==> src/rtl/debounce_pkg.sv <==
// debounce_pkg: shared types and constants for the input-conditioning stages.
//   state_t            debouncer FSM state encoding
//   DEF_STABLE_CYCLES  default number of stable samples needed to change level
package debounce_pkg;

   typedef enum logic [1:0] {
      S_LOW,
      S_TO_HIGH,
      S_HIGH,
      S_TO_LOW
   } state_t;

   localparam int DEF_STABLE_CYCLES = 4;

endpackage

==> src/rtl/sync_2ff.sv <==
// sync_2ff: two-flop synchronizer for an asynchronous single-bit input.
//   clk  system clock
//   rst  synchronous active-high reset, clears both flops
//   d    asynchronous input
//   q    synchronized output, two clocks behind d
module sync_2ff (
   input  logic clk,
   input  logic rst,
   input  logic d,
   output logic q
);

   logic s1;

   always_ff @(posedge clk) begin
      if (rst) begin
         s1 <= 1'b0;
         q  <= 1'b0;
      end else begin
         s1 <= d;
         q  <= s1;
      end
   end

endmodule

==> src/rtl/debounce_edge.sv <==
// debounce_edge: turns a raw bouncy input into a clean clock-aligned level,
// with one-cycle rise/fall strobes and a wrapping count of qualified presses.
//   clk          system clock
//   rst          synchronous active-high reset
//   din          raw asynchronous input
//   level_out    debounced level
//   rise_pulse   one-cycle strobe on level_out 0->1
//   fall_pulse   one-cycle strobe on level_out 1->0
//   press_count  qualified rising edges since reset, wraps silently
module debounce_edge
   import debounce_pkg::*;
#(
   parameter int STABLE_CYCLES = DEF_STABLE_CYCLES,
   parameter int PRESS_W       = 8
) (
   input  logic               clk,
   input  logic               rst,
   input  logic               din,
   output logic               level_out,
   output logic               rise_pulse,
   output logic               fall_pulse,
   output logic [PRESS_W-1:0] press_count
);

   localparam int CNT_W = $clog2(STABLE_CYCLES);
   localparam logic [CNT_W-1:0] CNT_LAST = CNT_W'(STABLE_CYCLES - 1);
   localparam logic [CNT_W-1:0] CNT_ONE  = CNT_W'(1);

   logic             s2;
   state_t           state;
   logic [CNT_W-1:0] cnt;

   sync_2ff u_sync (
      .clk (clk),
      .rst (rst),
      .d   (din),
      .q   (s2)
   );

   // cnt holds how many consecutive samples of the new value have been seen
   // while qualifying; the sample that moves us into S_TO_* counts as 1.
   always_ff @(posedge clk) begin
      if (rst) begin
         state       <= S_LOW;
         cnt         <= '0;
         level_out   <= 1'b0;
         rise_pulse  <= 1'b0;
         fall_pulse  <= 1'b0;
         press_count <= '0;
      end else begin
         rise_pulse <= 1'b0;
         fall_pulse <= 1'b0;
         case (state)
            S_LOW: begin
               if (s2) begin
                  state <= S_TO_HIGH;
                  cnt   <= CNT_ONE;
               end else begin
                  cnt <= '0;
               end
            end
            S_TO_HIGH: begin
               if (!s2) begin
                  state <= S_LOW;
                  cnt   <= '0;
               end else if (cnt == CNT_LAST) begin
                  state       <= S_HIGH;
                  cnt         <= '0;
                  level_out   <= 1'b1;
                  rise_pulse  <= 1'b1;
                  press_count <= press_count + PRESS_W'(1);
               end else begin
                  cnt <= cnt + CNT_ONE;
               end
            end
            S_HIGH: begin
               if (!s2) begin
                  state <= S_TO_LOW;
                  cnt   <= CNT_ONE;
               end
            end
            S_TO_LOW: begin
               if (s2) begin
                  state <= S_HIGH;
                  cnt   <= '0;
               end else if (cnt == CNT_LAST) begin
                  state      <= S_LOW;
                  cnt        <= '0;
                  level_out  <= 1'b0;
                  fall_pulse <= 1'b1;
               end else begin
                  cnt <= cnt + CNT_ONE;
               end
            end
            default: begin
               state <= S_LOW;
               cnt   <= '0;
            end
         endcase
      end
   end

endmodule
==> config.mk <==
export PLATFORM = sky130hd
export DESIGN_NAME = debounce_edge
export DESIGN_NICKNAME = d
export VERILOG_FILES = /design/src/rtl/debounce_pkg.sv /design/src/rtl/sync_2ff.sv /design/src/rtl/debounce_edge.sv
export SDC_FILE = /design/constraint.sdc
export NUM_CORES = 1
export LEC_CHECK = 0
export ABC_AREA = 0
export CORE_UTILIZATION = 25
export CTS_BUF_LIST = sky130_fd_sc_hd__clkbuf_16
export DETAILED_ROUTE_END_ITERATION = 7
export DONT_BUFFER_PORTS = 1
export PLACE_DENSITY = 0.34
export RECOVER_POWER = 25
export REMOVE_ABC_BUFFERS = 1
export SLEW_MARGIN = 20
export SYNTH_ARGS = -nofsm -noshare
export SYNTH_HDL_FRONTEND = slang
export SYNTH_HIERARCHICAL = 1
export SYNTH_SLANG_ARGS = --single-unit
==> constraint.sdc <==
create_clock -name clk -period 2.55 [get_ports clk]
set_clock_uncertainty 0.1 [all_clocks]
set_input_delay 0.51 -clock clk [delete_from_list [all_inputs] [get_ports clk]]
set_output_delay 0.51 -clock clk [all_outputs]
set_load 0.02 [all_outputs]
Yosys cells after proc, flatten, opt, wreduce, memory -nomap -nowiden

Cells that the tools add are included.

Register bits: 17
Bits in latches: 0
Bits in writable memories: 0
Memory bits (read-only): 0
Input bits: 3
Output and inout bits: 11
Logic and storage cells: 51
Memories: 0

Add/sub/neg operators: 2
Multipliers: 0
Divide/modulo/power cells: 0
Order comparisons: 0
Equality and inequality tests: 12
Shift-type cells: 0
Mux-type cells: 19
Bitwise gates (word level): 3
Reductions and logical operators: 7

Operators with widths:

| operator              | count |
|---|---|
| $mux W2               | 10 |
| $pmux W2 S4           | 2 |
| $add A8 B1 Y8 const B | 1 |
| $ne A2 B2 Y1 const B  | 4 |
| $eq A2 B2 Y1 const B  | 3 |
| $mux W1               | 6 |
| $reduce_or A3 Y1      | 2 |
| $reduce_and A5 Y1     | 1 |
| $ne A2 B1 Y1 const B  | 2 |
| $reduce_and A4 Y1     | 1 |
| $ne A3 B2 Y1 const B  | 1 |
| $ne A3 B3 Y1 const B  | 1 |
| $not A1 Y1            | 3 |
| $reduce_and A3 Y1     | 1 |
| $add A2 B1 Y2 const B | 1 |
| $eq A2 B1 Y1 const B  | 1 |
| $logic_not A2 Y1      | 1 |
| $pmux W1 S2           | 1 |
| $reduce_bool A2 Y1    | 1 |

Logic depth before layout (Yosys ltp)

Word-level depth: 4
Mapped depth: 5
Depth with buffers taken out: 4

Hierarchy

Netlist, hierarchy kept.

Modules (own cells, without submodules):

| module        | times used | cells an instance | area an instance (sq um) |
|---|---|---|---|
| debounce_edge | 1          | 74                | 694.4 |
| sync_2ff      | 1          | 4                 | 52.6 |

Worst setup path before layout

Ideal clock, no wire load.

Path type: reg-to-reg
Start: register cnt[0]
End: register press_count[7]
Arrival time: 1.405 ns
Data required time: 2.329 ns
Path slack: 0.924 ns
Cell stages (with the launch flop): 6
Period minus slack after synthesis: 1.626 ns
Path through: dfxtp_1 > ha_1 > nand4b_4 > buf_6 > nor4_2 > mux2_2

Cells in the longest elaborated chain, start to end: 2

Ends and longest elaborated chain:

| item                               | line                | source |
|---|---|---|
| from (decl)                        | debounce_edge.sv:31 | `logic [CNT_W-1:0] cnt;` |
| from (signal assigned)             | debounce_edge.sv:73 | `cnt <= cnt + CNT_ONE;` |
| from (signal assigned)             | debounce_edge.sv:92 | `cnt <= cnt + CNT_ONE;` |
| $eq A2 B2 Y1                       | debounce_edge.sv:66 | `end else if (cnt == CNT_LAST) begin` |
| $reduce_and A3 Y1 (no source line) | --                  |  |
| to (signal assigned)               | debounce_edge.sv:71 | `press_count <= press_count + PRESS_W'(1);` |
| to (decl)                          | debounce_edge.sv:22 | `output logic [PRESS_W-1:0] press_count` |

No other way between the ends.
A chain may end at the register's enable or synchronous reset.

Worst setup path in the final report

Same ends and word-level chain as after synthesis.

==> flow_metrics.py <==
metrics = {
    "finish": {
        "utilization": 0.297,
        "num_antenna_cells": 0,
        "fin_cells": 109,
        "final_nets": 85,
        "fillers": 302,
        "final_area_um2": 833,
        "layout-drive-gt1-share": 0.0769,
        "area_growth_syn_to_layout_pct": 11.6,
    },
    "yosys": {
        "yosysTopAreaCell": "dfxtp_1",
        "synth_edf_count": 0,
        "synthArstFlopShare": 0,
        "synth_most_common_cell": "dfxtp_1",
        "yosys_warnings": 6,
        "netlist_area_um2": 747,
        "syn_avg_cell_area_um2": 9.58,
        "netlist.area_leader.share": 0.456,
        "synth_top_cells_by_count": "dfxtp_1, a21oi_1, nand2_1",
        "synthTopCellsByArea": "dfxtp_1, a21oi_1, ha_1, o31ai_1, or4_1",
        "ys_seq_area_frac": 0.456,
        "netlist-cell-type-count": 25,
        "synthCells": 78,
        "ys_ff_latch": 17,
        "synth_flop_cell": "dfxtp_1",
    },
    "flow_run": {
        "drv_cap": 0,
    },
    "clock_tree": {
        "cts_max_path_buffers": 2,
        "postCtsSetupBuffers": 0,
        "cts_buffers": 3,
        "clk_latency_ns": 0.24,
        "cts.repair.resized": 0,
        "cts.hold.buffers_added": 0,
        "htreeDepth": 1,
        "clk_pin_slew_ns": 0.05,
        "clkSinkCount": 17,
        "root_buffer": "clkbuf_16",
        "cts_tree": "yes",
    },
    "critical_path": {
        "path_cells": "ha_1 > nand4b_4 > nor4_2 > mux2_2",
        "critPathBufInv": 0,
        "r2r_end": "press_count[7]",
        "worstPathArrival_ns": 1.76,
        "critical_path.max_stage_delay_ns": 0.38,
        "r2r_cells": 4,
        "cp_top_family": "simple AND/OR/NAND/NOR gates",
        "end_kind": "flop",
        "regToRegSetupSlack_ns": 0.82,
        "crit_type": "reg2reg",
        "crit_cells": 4,
        "cp_max_fo": 13,
        "cp-start-kind": "flop",
        "r2r_start": "cnt[0]",
        "cp_data_required_time_ns": 2.58,
        "cpMaxStageDelayCell": "dfxtp_1",
    },
    "placement": {
        "placed_area_um2": 754,
        "port_buffers": 0,
        "preCtsSetupSlack_ns": 0.810,
        "dpl.cell_count": 105,
        "gp_congestion": 0.686,
        "hpwlAfterDp_um": 935,
    },
    "die": {
        "die_area_um2": 3210,
        "core_region_area_um2": 2810,
        "start_util": 0.266,
        "die_h_um": 56.7,
        "die_w_um": 56.7,
        "std_cell_rows": 19,
        "num_io_pins": 14,
    },
    "timing": {
        "setup_violations": 0,
        "hold_violations": 0,
        "fin_setup_tns_ns": 0,
        "relSlewSlack": 0.757,
        "postLayoutSetupSlackWorst_ns": 0.823,
        "max_freq_mhz": 579,
        "slew_violations": 0,
        "worst_pin_slew_ns": 0.363,
        "rsz0062_at_grt": "false",
        "post-route-period-util": 0.677,
        "finalCriticalPeriod_ns": 1.73,
    },
    "detailed_routing": {
        "wl_mm": 1.39,
        "viasPerCell": 5.01,
        "vias": 546,
        "drc_errors": 2,
        "dr.pass1.iters": 6,
        "wire_per_inst_um": 12.7,
        "ant_nets": 0,
        "first_iter_violations": 17,
    },
    "run_status": {
        "violations": "DRC",
        "status": "finished, violations left",
    },
    "global_routing": {
        "grt_max_degree": 19,
        "grt_usage": 0.0961,
        "grt_pass1_wl_mm": 2.29,
        "grt_pass1_vias": 486,
        "grt_antenna_before_repair": 0,
        "overflow": 0,
    },
    "power_and_ir_drop": {
        "power.density_cell_area_nw_per_um2": 695,
        "ir_drop_uv": 390,
        "p_leak_nw": 0.325,
    },
    "worst_hold_path": {
        "min_path_type": "in2reg",
        "min_to": "press_count[6]",
        "holdCritStartpoint": "rst",
        "hold_depth": 1,
    },
}
## layer usage
layer  wire length (um)  vias up  part of all wire  global-route usage
met5                  0        -                 0                   0
met3                 77        2             0.055              0.0530
met1                683      255              0.49               0.117
met2                614       10              0.44               0.148
met4                 13        0            0.0094              0.0214
li1                   -      279                 -                   -
## layout by cell type, fill, tap and decap left out, drive strengths merged, types with 2 or more instances in the layout
cell type | Yosys | layout
clkbuf | 1 | 3
nand4b | 2 | 2
o21ai | 2 | 2
xor2 | 2 | 2
nor2b | 3 | 3
inv | 4 | 5
nor4b | 2 | 2
ha | 3 | 3
or4 | 4 | 4
nand3 | 3 | 3
nand2 | 7 | 7
o31ai | 4 | 4
a21oi | 8 | 8
nor2 | 6 | 6
dfxtp | 17 | 17
## sequential cells by signal (all words and copies together) (netlist names), named ones only
| name | cells |
|---|---|
| cnt | 2 |
| level_out | 1 |
| u_sync/s1 | 1 |
| state | 1 |
| rise_pulse | 1 |
| u_sync/q | 1 |
| press_count | 8 |
| fall_pulse | 1 |
## worst max-delay path by stage
stage                start        endpoint  slack (ns)
finish              cnt[0]  press_count[7]        0.82
global route        cnt[0]  press_count[7]        0.73
CTS                 cnt[0]  press_count[7]        0.80
detailed placement  cnt[0]  press_count[7]        0.81
global placement    cnt[0]  press_count[7]        0.83
floorplan           cnt[0]  press_count[7]        0.96
## where the power goes
group	internal [mW]	total [mW]	switching (mW)
Sequential	0.268	0.272	0.00336
Combinational	0.00215	0.00330	0.00115
Clock	0.208	0.304	0.0965
## metrics by stage
stage,hold WS (ns),power (mW)
after floorplan,0.314,0.279
after global placement,0.323,0.281
after detailed placement,0.328,0.281
after CTS,0.225,0.593
after global routing,0.221,0.607
final,0.231,0.579
## cell type report
class,count,area (um2),area share
Inverter,4,15.0,0.0180
Multi-Input combinational cell,53,360,0.432
Sequential cell,17,340,0.408
Clock inverter,1,3.75,0.00450
Clock buffer,3,75.1,0.0901
Tap cell,31,38.8,0.0465
## logic make-up after synthesis
| group | Yosys count | share of synthesized area |
|---|---|---|
| AND/OR/NAND/NOR | 30 | 0.251 |
| flip-flops | 17 | 0.456 |
| AO/OA/AOI/OAI | 16 | 0.129 |
| buffers and inverters | 8 | 0.0620 |
| adder cells (fa/ha/maj) | 3 | 0.0503 |
| XOR/XNOR | 2 | 0.0235 |
| multiplexers | 2 | 0.0285 |
Note: power is estimated with default switching activity, not from simulation.
